## src/rtl/sram_bridge_pkg.sv

```systemverilog
// sram_bridge_pkg: shared FSM states and transfer size codes for the SRAM-like bridge
package sram_bridge_pkg;

    typedef enum logic [2:0] {
        IDLE,
        ADDR,
        DATA,
        DONE,
        DRAIN
    } state_t;

    localparam logic [1:0] SZ_B = 2'd0;
    localparam logic [1:0] SZ_H = 2'd1;
    localparam logic [1:0] SZ_W = 2'd2;

endpackage

```

## src/rtl/sraml_wen_enc.sv

```systemverilog
// sraml_wen_enc: maps byte enables to a transfer size and the byte offset of the lowest enabled byte
module sraml_wen_enc
    import sram_bridge_pkg::*;
#(
    parameter int WEN_W = 4,
    parameter int OFF_W = $clog2(WEN_W)
) (
    input  logic [WEN_W-1:0] wen,
    output logic [1:0]       size,
    output logic [OFF_W-1:0] off
);

    localparam int CNT_W = $clog2(WEN_W + 1);

    logic [CNT_W-1:0] cnt;
    logic [OFF_W-1:0] low;
    logic             pair;

    // Count enabled bytes and find the lowest one; only single bytes and adjacent pairs get a narrow size
    always_comb begin
        cnt = '0;
        low = '0;
        for (int i = WEN_W - 1; i >= 0; i--) begin
            cnt = cnt + CNT_W'(wen[i]);
            if (wen[i]) low = OFF_W'(i);
        end
        pair = (wen >> low) == WEN_W'(3);
        size = (cnt == CNT_W'(1)) ? SZ_B : ((cnt == CNT_W'(2)) && pair) ? SZ_H : SZ_W;
        off  = (size == SZ_W) ? '0 : low;
    end

endmodule

```

## src/rtl/sram2sraml_bridge.sv

```systemverilog
// sram2sraml_bridge: mem-stage SRAM port to SRAM-like bus bridge with latched request, flush drain and held load data
module sram2sraml_bridge
    import sram_bridge_pkg::*;
#(
    parameter int ADDR_W = 32,
    parameter int DATA_W = 32,
    parameter int WEN_W  = DATA_W / 8,
    parameter int OFF_W  = $clog2(WEN_W)
) (
    input  logic              clk,
    input  logic              rst,
    input  logic              sram_en,
    input  logic [ADDR_W-1:0] sram_addr,
    input  logic [WEN_W-1:0]  sram_wen,
    input  logic [DATA_W-1:0] sram_wdata,
    input  logic [1:0]        sram_rsize,
    output logic [DATA_W-1:0] sram_rdata,
    output logic              stall,
    input  logic              pipe_hold,
    input  logic              flush,
    output logic              req,
    output logic              wr,
    output logic [1:0]        size,
    output logic [ADDR_W-1:0] addr,
    output logic [DATA_W-1:0] wdata,
    input  logic [DATA_W-1:0] rdata,
    input  logic              addr_ok,
    input  logic              data_ok
);

    state_t            state, state_n;
    logic              lat_wr;
    logic [1:0]        lat_size;
    logic [ADDR_W-1:0] lat_addr;
    logic [DATA_W-1:0] lat_wdata;
    logic              flush_flag;
    logic              flush_seen;
    logic              rd_take;
    logic [DATA_W-1:0] rdata_q;
    logic [1:0]        enc_size;
    logic [OFF_W-1:0]  enc_off;
    logic              in_wr;
    logic [1:0]        in_size;
    logic [ADDR_W-1:0] in_addr;

    sraml_wen_enc #(
        .WEN_W(WEN_W),
        .OFF_W(OFF_W)
    ) u_enc (
        .wen (sram_wen),
        .size(enc_size),
        .off (enc_off)
    );

    assign in_wr      = |sram_wen;
    assign in_size    = in_wr ? enc_size : sram_rsize;
    assign in_addr    = in_wr ? {sram_addr[ADDR_W-1:OFF_W], enc_off} : sram_addr;
    assign flush_seen = flush_flag | flush;
    assign stall      = sram_en & (state != DONE);
    assign sram_rdata = rdata_q;

    // Next state, bus request fields and the decision whether this cycle's read data is kept
    always_comb begin
        state_n = state;
        req     = 1'b0;
        wr      = lat_wr;
        size    = lat_size;
        addr    = lat_addr;
        wdata   = lat_wdata;
        rd_take = 1'b0;
        case (state)
            IDLE: begin
                req   = sram_en & ~flush;
                wr    = in_wr;
                size  = in_size;
                addr  = in_addr;
                wdata = sram_wdata;
                if (req) state_n = !addr_ok ? ADDR : data_ok ? DONE : DATA;
                rd_take = req & addr_ok & data_ok & ~in_wr;
            end
            ADDR: begin
                req = 1'b1;
                if (addr_ok) state_n = data_ok ? (flush_seen ? IDLE : DONE) : (flush_seen ? DRAIN : DATA);
                rd_take = addr_ok & data_ok & ~flush_seen & ~lat_wr;
            end
            DATA: begin
                if (data_ok) state_n = flush ? IDLE : DONE;
                else if (flush) state_n = DRAIN;
                rd_take = data_ok & ~flush & ~lat_wr;
            end
            DONE:    state_n = (~pipe_hold | flush) ? IDLE : DONE;
            DRAIN:   state_n = data_ok ? IDLE : DRAIN;
            default: state_n = IDLE;
        endcase
    end

    // State, request-field latch, flush-during-address flag and held load data
    always_ff @(posedge clk) begin
        if (rst) begin
            state      <= IDLE;
            lat_wr     <= 1'b0;
            lat_size   <= '0;
            lat_addr   <= '0;
            lat_wdata  <= '0;
            flush_flag <= 1'b0;
            rdata_q    <= '0;
        end else begin
            state      <= state_n;
            flush_flag <= (state == ADDR) & flush_seen;
            if (state == IDLE && req) begin
                lat_wr    <= wr;
                lat_size  <= size;
                lat_addr  <= addr;
                lat_wdata <= wdata;
            end
            if (rd_take) rdata_q <= rdata;
        end
    end

endmodule

```

## config.mk

```make
export PLATFORM = sky130hd
export DESIGN_NAME = sram2sraml_bridge
export DESIGN_NICKNAME = d
export VERILOG_FILES = /design/src/rtl/sram_bridge_pkg.sv /design/src/rtl/sraml_wen_enc.sv /design/src/rtl/sram2sraml_bridge.sv
export SDC_FILE = /design/constraint.sdc
export NUM_CORES = 1
export LEC_CHECK = 0
export CAP_MARGIN = 15
export CELL_PAD_IN_SITES_DETAIL_PLACEMENT = 2
export CELL_PAD_IN_SITES_GLOBAL_PLACEMENT = 2
export CORE_MARGIN = 1.5
export CORE_UTILIZATION = 36
export CTS_BUF_LIST = sky130_fd_sc_hd__clkbuf_16
export CTS_CLUSTER_SIZE = 14
export DETAILED_ROUTE_END_ITERATION = 8
export DONT_BUFFER_PORTS = 1
export PLACE_DENSITY_LB_ADDON = 0.08
export SYNTH_ARGS = -nofsm -noshare
export SYNTH_HDL_FRONTEND = slang
export SYNTH_SLANG_ARGS = --single-unit
```

## constraint.sdc

```tcl
create_clock -name clk -period 6.45 [get_ports clk]
set_input_delay 1.6125 -clock clk [delete_from_list [all_inputs] [get_ports clk]]
set_output_delay 1.6125 -clock clk [all_outputs]
set_load 0.02 [all_outputs]
```

==> flow_metrics.env <==
export IMPL_syn_avg_cell_area_um2=7.33
export IMPL_required_ns=4.84
export IMPL_hp_class="reg -> reg"
export IMPL_gp_congestion=0.776
export IMPL_endpoint="addr[0]"
export IMPL_synth_warnings=0
export IMPL_dp_final_hpwl_um=10600
export IMPL_finalCritPeriodShare_pct=86.2
export IMPL_max_freq_mhz=180
export IMPL_clockRootBuffer="clkbuf_16"
export IMPL_pre_cts_slack_ns=0.861
export IMPL_core_area_mm2=0.0145
export IMPL_syn_area_mm2=0.00530
export IMPL_synth_nets=838
export IMPL_fin_ws_ns=0.888
export IMPL_gr_usage_all_layers_pct=20.3
export IMPL_hold_ws_ns=0.499
export IMPL_clockBufferDepth=2
export IMPL_multiInputGateArea_mm2=0.00291
export IMPL_routed_wl_um=15800
export IMPL_fill_cells=1709
export IMPL_critical_path_arrival_ns=3.95
export IMPL_drive_gt1_share_pct=4.80
export IMPL_wl_per_cell_um=18.1
export IMPL_grt_max_degree=138
export IMPL_dr_pass1_iters=4
export IMPL_power_frac_comb_pct=36.8
export IMPL_insertion_delay_ns=0.35
export IMPL_max_cap_violations=0
export IMPL_tns_ns=0
export IMPL_static_leakage_power_nw=2.43
export IMPL_slew_viol_final=0
export IMPL_grt_pass1_vias=5061
export IMPL_synth_simple_area_share_pct=42.0
export IMPL_most_common_layout_cells="nand2_1, nor3_1, dfxtp_1"
export IMPL_cts_setup_buffers=0
export IMPL_peakVddDrop_v=0.000165
export IMPL_p_per_area_mw_per_mm2=383
export IMPL_viasPerCell=5.46
export IMPL_rows=44
export IMPL_cts_tree="yes"
export IMPL_grt_overflow_total=0
export IMPL_ys_types=48
export IMPL_rr_endpoint="lat_size[1]$_SDFFE_PP0P_"
export IMPL_antenna_cells=0
export IMPL_p_int_mw=1.20
export IMPL_cts_sinks=103
export IMPL_path_max_fanout=4
export IMPL_final_setup_skew_ns=0.00726
export IMPL_regArea_mm2=0.00206
export IMPL_async_flop_share_pct=0
export IMPL_ys_flop_type="dfxtp_1"
export IMPL_ios=210
export IMPL_start_util_pct=36.6
export IMPL_clk_pin_slew_ns=0.07
export IMPL_nets=797
export IMPL_yosysSeqAreaShare_pct=38.9
export IMPL_synth_compound_area_share_pct=4.60
export IMPL_p_sw_share_pct=43.8
export IMPL_min_period_ns=5.56
export IMPL_yosys_mux_area_fraction_pct=6.44
export IMPL_grt_pass1_wl_um=25700
export IMPL_r2r_start="state[1]$_SDFFE_PP0P_"
export IMPL_start_kind="input port"
export IMPL_synth_edff_count=0
export IMPL_dieWidth_um=124
export IMPL_h_tree_depth=3
export IMPL_drt_iter0_markers=196
export IMPL_relSlewSlack_pct=31.3
export IMPL_worst_setup_path_type="in -> out"
export IMPL_setup_viol=0
export IMPL_cts_buffers=9
export IMPL_ctsHoldBuffers=0
export IMPL_syn2layout_area_growth_pct=5.31
export IMPL_tightest_slew_ns=1.03
export IMPL_antenna_found_initial=0
export IMPL_die_h_um=124
export IMPL_io_buffers=0
export IMPL_startpoint="sram_wen[2]"
export IMPL_synth_xor_area_share_pct=0
export IMPL_r2r_cells=5
export IMPL_antenna_left=0
export IMPL_clkPwrFrac_pct=27.1
export IMPL_synth_fa_ha_area_share_pct=1.56
export IMPL_rrSetupSlack_ns=3.51
export IMPL_ctsResizeCount=0
export IMPL_vias=4753
export IMPL_post_route_drc_count=0
export IMPL_status="completed"
export IMPL_end_kind="output port"
export IMPL_finalHoldViolations=0
export IMPL_rsz0062_at_grt="false"
export IMPL_final_common_cell="nand2_1"
export IMPL_die_area_mm2=0.0155
export IMPL_seqPwrFrac_pct=36.1
export IMPL_synthCells=723
export IMPL_p_sw_mw=0.937
export IMPL_synth_top_family_by_area="simple AND/OR/NAND/NOR gates"
export IMPL_yosys_register_bits=103
## kinds of logic after synthesis
family,after synthesis
simple gates,482
compound gates,32
fa+ha+maj,6
flops,103
mux,34
buf+inv,66
## power by group through the flow
stage | clock (mW) | combinational [mW] | sequential [mW]
2_1_floorplan | 0 | 0.708 | 0.766
3_3_place_gp | 0 | 0.774 | 0.781
3_5_place_dp | 0 | 0.802 | 0.787
4_1_cts | 0.605 | 0.806 | 0.773
5_1_grt | 0.628 | 0.874 | 0.783
6_report | 0.579 | 0.788 | 0.772
## worst max-delay path, stage by stage
cell and delay [ns]:
inv_1 0.05, ha_1 0.28, inv_1 0.05, fa_1 0.36, inv_1 0.08, ha_1 0.24
or2_2 0.33, a21oi_1 0.24, o2111ai_1 0.19, a31oi_1 0.53
## Yosys cell counts (all sizes together), types with 2 or more instances
library cell,instances,area (µm²)
nor3,128,641
or3,2,12.5
a22oi,3,36.3
o211ai,2,15.0
nor2,77,305
nor4,2,12.5
nand2,191,717
clkbuf,26,98.8
ha,5,62.6
o32ai,2,17.5
nand3,2,10.0
or2,2,12.5
o21ai,5,25.0
a211oi,3,27.5
mux2i,33,330
o31ai,2,15.0
inv,9,33.8
a21oi,5,25.0
nand2b,69,432
dfxtp,103,2060
a311oi,2,17.5
or3b,2,17.5
and2,2,13.8
buf,31,211
## layout make-up
type,count,share of cell area [%]
Clock buffer,9,4.03
Multi-Input combinational cell,554,52.1
Timing Repair Buffer,5,0.672
Inverter,9,0.605
Tap cell,184,4.12
Sequential cell,103,36.9
Clock inverter,7,1.55
## per-layer routing
layer	wire length, µm	up-vias	global-route usage (%)	share of wire, %
met4	281	0	6.76	1.8
met3	1030	20	6.14	6.5
met1	6560	2314	22.5	42
met5	0	-	0	0
met2	7900	129	36.7	50
li1	-	2290	-	-
## metrics by stage
step / instance area (µm²) / cells / power (mW) / utilization [%]
after floorplan: 5300 / 723 / 1.47 / -
after global placement: 5270 / 855 / 1.56 / 36.4
after detailed placement: 5270 / 855 / 1.59 / 36.4
after CTS: 5580 / 871 / 2.18 / 38.6
after global routing: 5580 / 871 / 2.29 / 38.6
final: 5580 / 871 / 2.14 / 38.6
## how the worst min path moves through the flow
stage | from | to | slack, ns | cells after the start
after floorplan | flush_flag$_SDFF_PP0_ | flush_flag$_SDFF_PP0_ | 0.47 | 2
after global placement | lat_addr[0]$_SDFFE_PP0P_ | lat_addr[0]$_SDFFE_PP0P_ | 0.48 | 2
after detailed placement | lat_addr[4]$_SDFFE_PP0P_ | lat_addr[4]$_SDFFE_PP0P_ | 0.49 | 2
after CTS | lat_addr[25]$_SDFFE_PP0P_ | lat_addr[25]$_SDFFE_PP0P_ | 0.50 | 2
final | lat_wdata[29]$_SDFFE_PP0P_ | lat_wdata[29]$_SDFFE_PP0P_ | 0.50 | 2
after global routing | lat_wdata[18]$_SDFFE_PP0P_ | lat_wdata[18]$_SDFFE_PP0P_ | 0.52 | 2
## sequential cells by signal, indices dropped and copies added, names as in the netlist
register,cells
lat_addr,32
lat_wdata,32
sram_rdata,32
state,3
lat_size,2
flush_flag,1
lat_wr,1
Power figures use the tool's default switching activity.
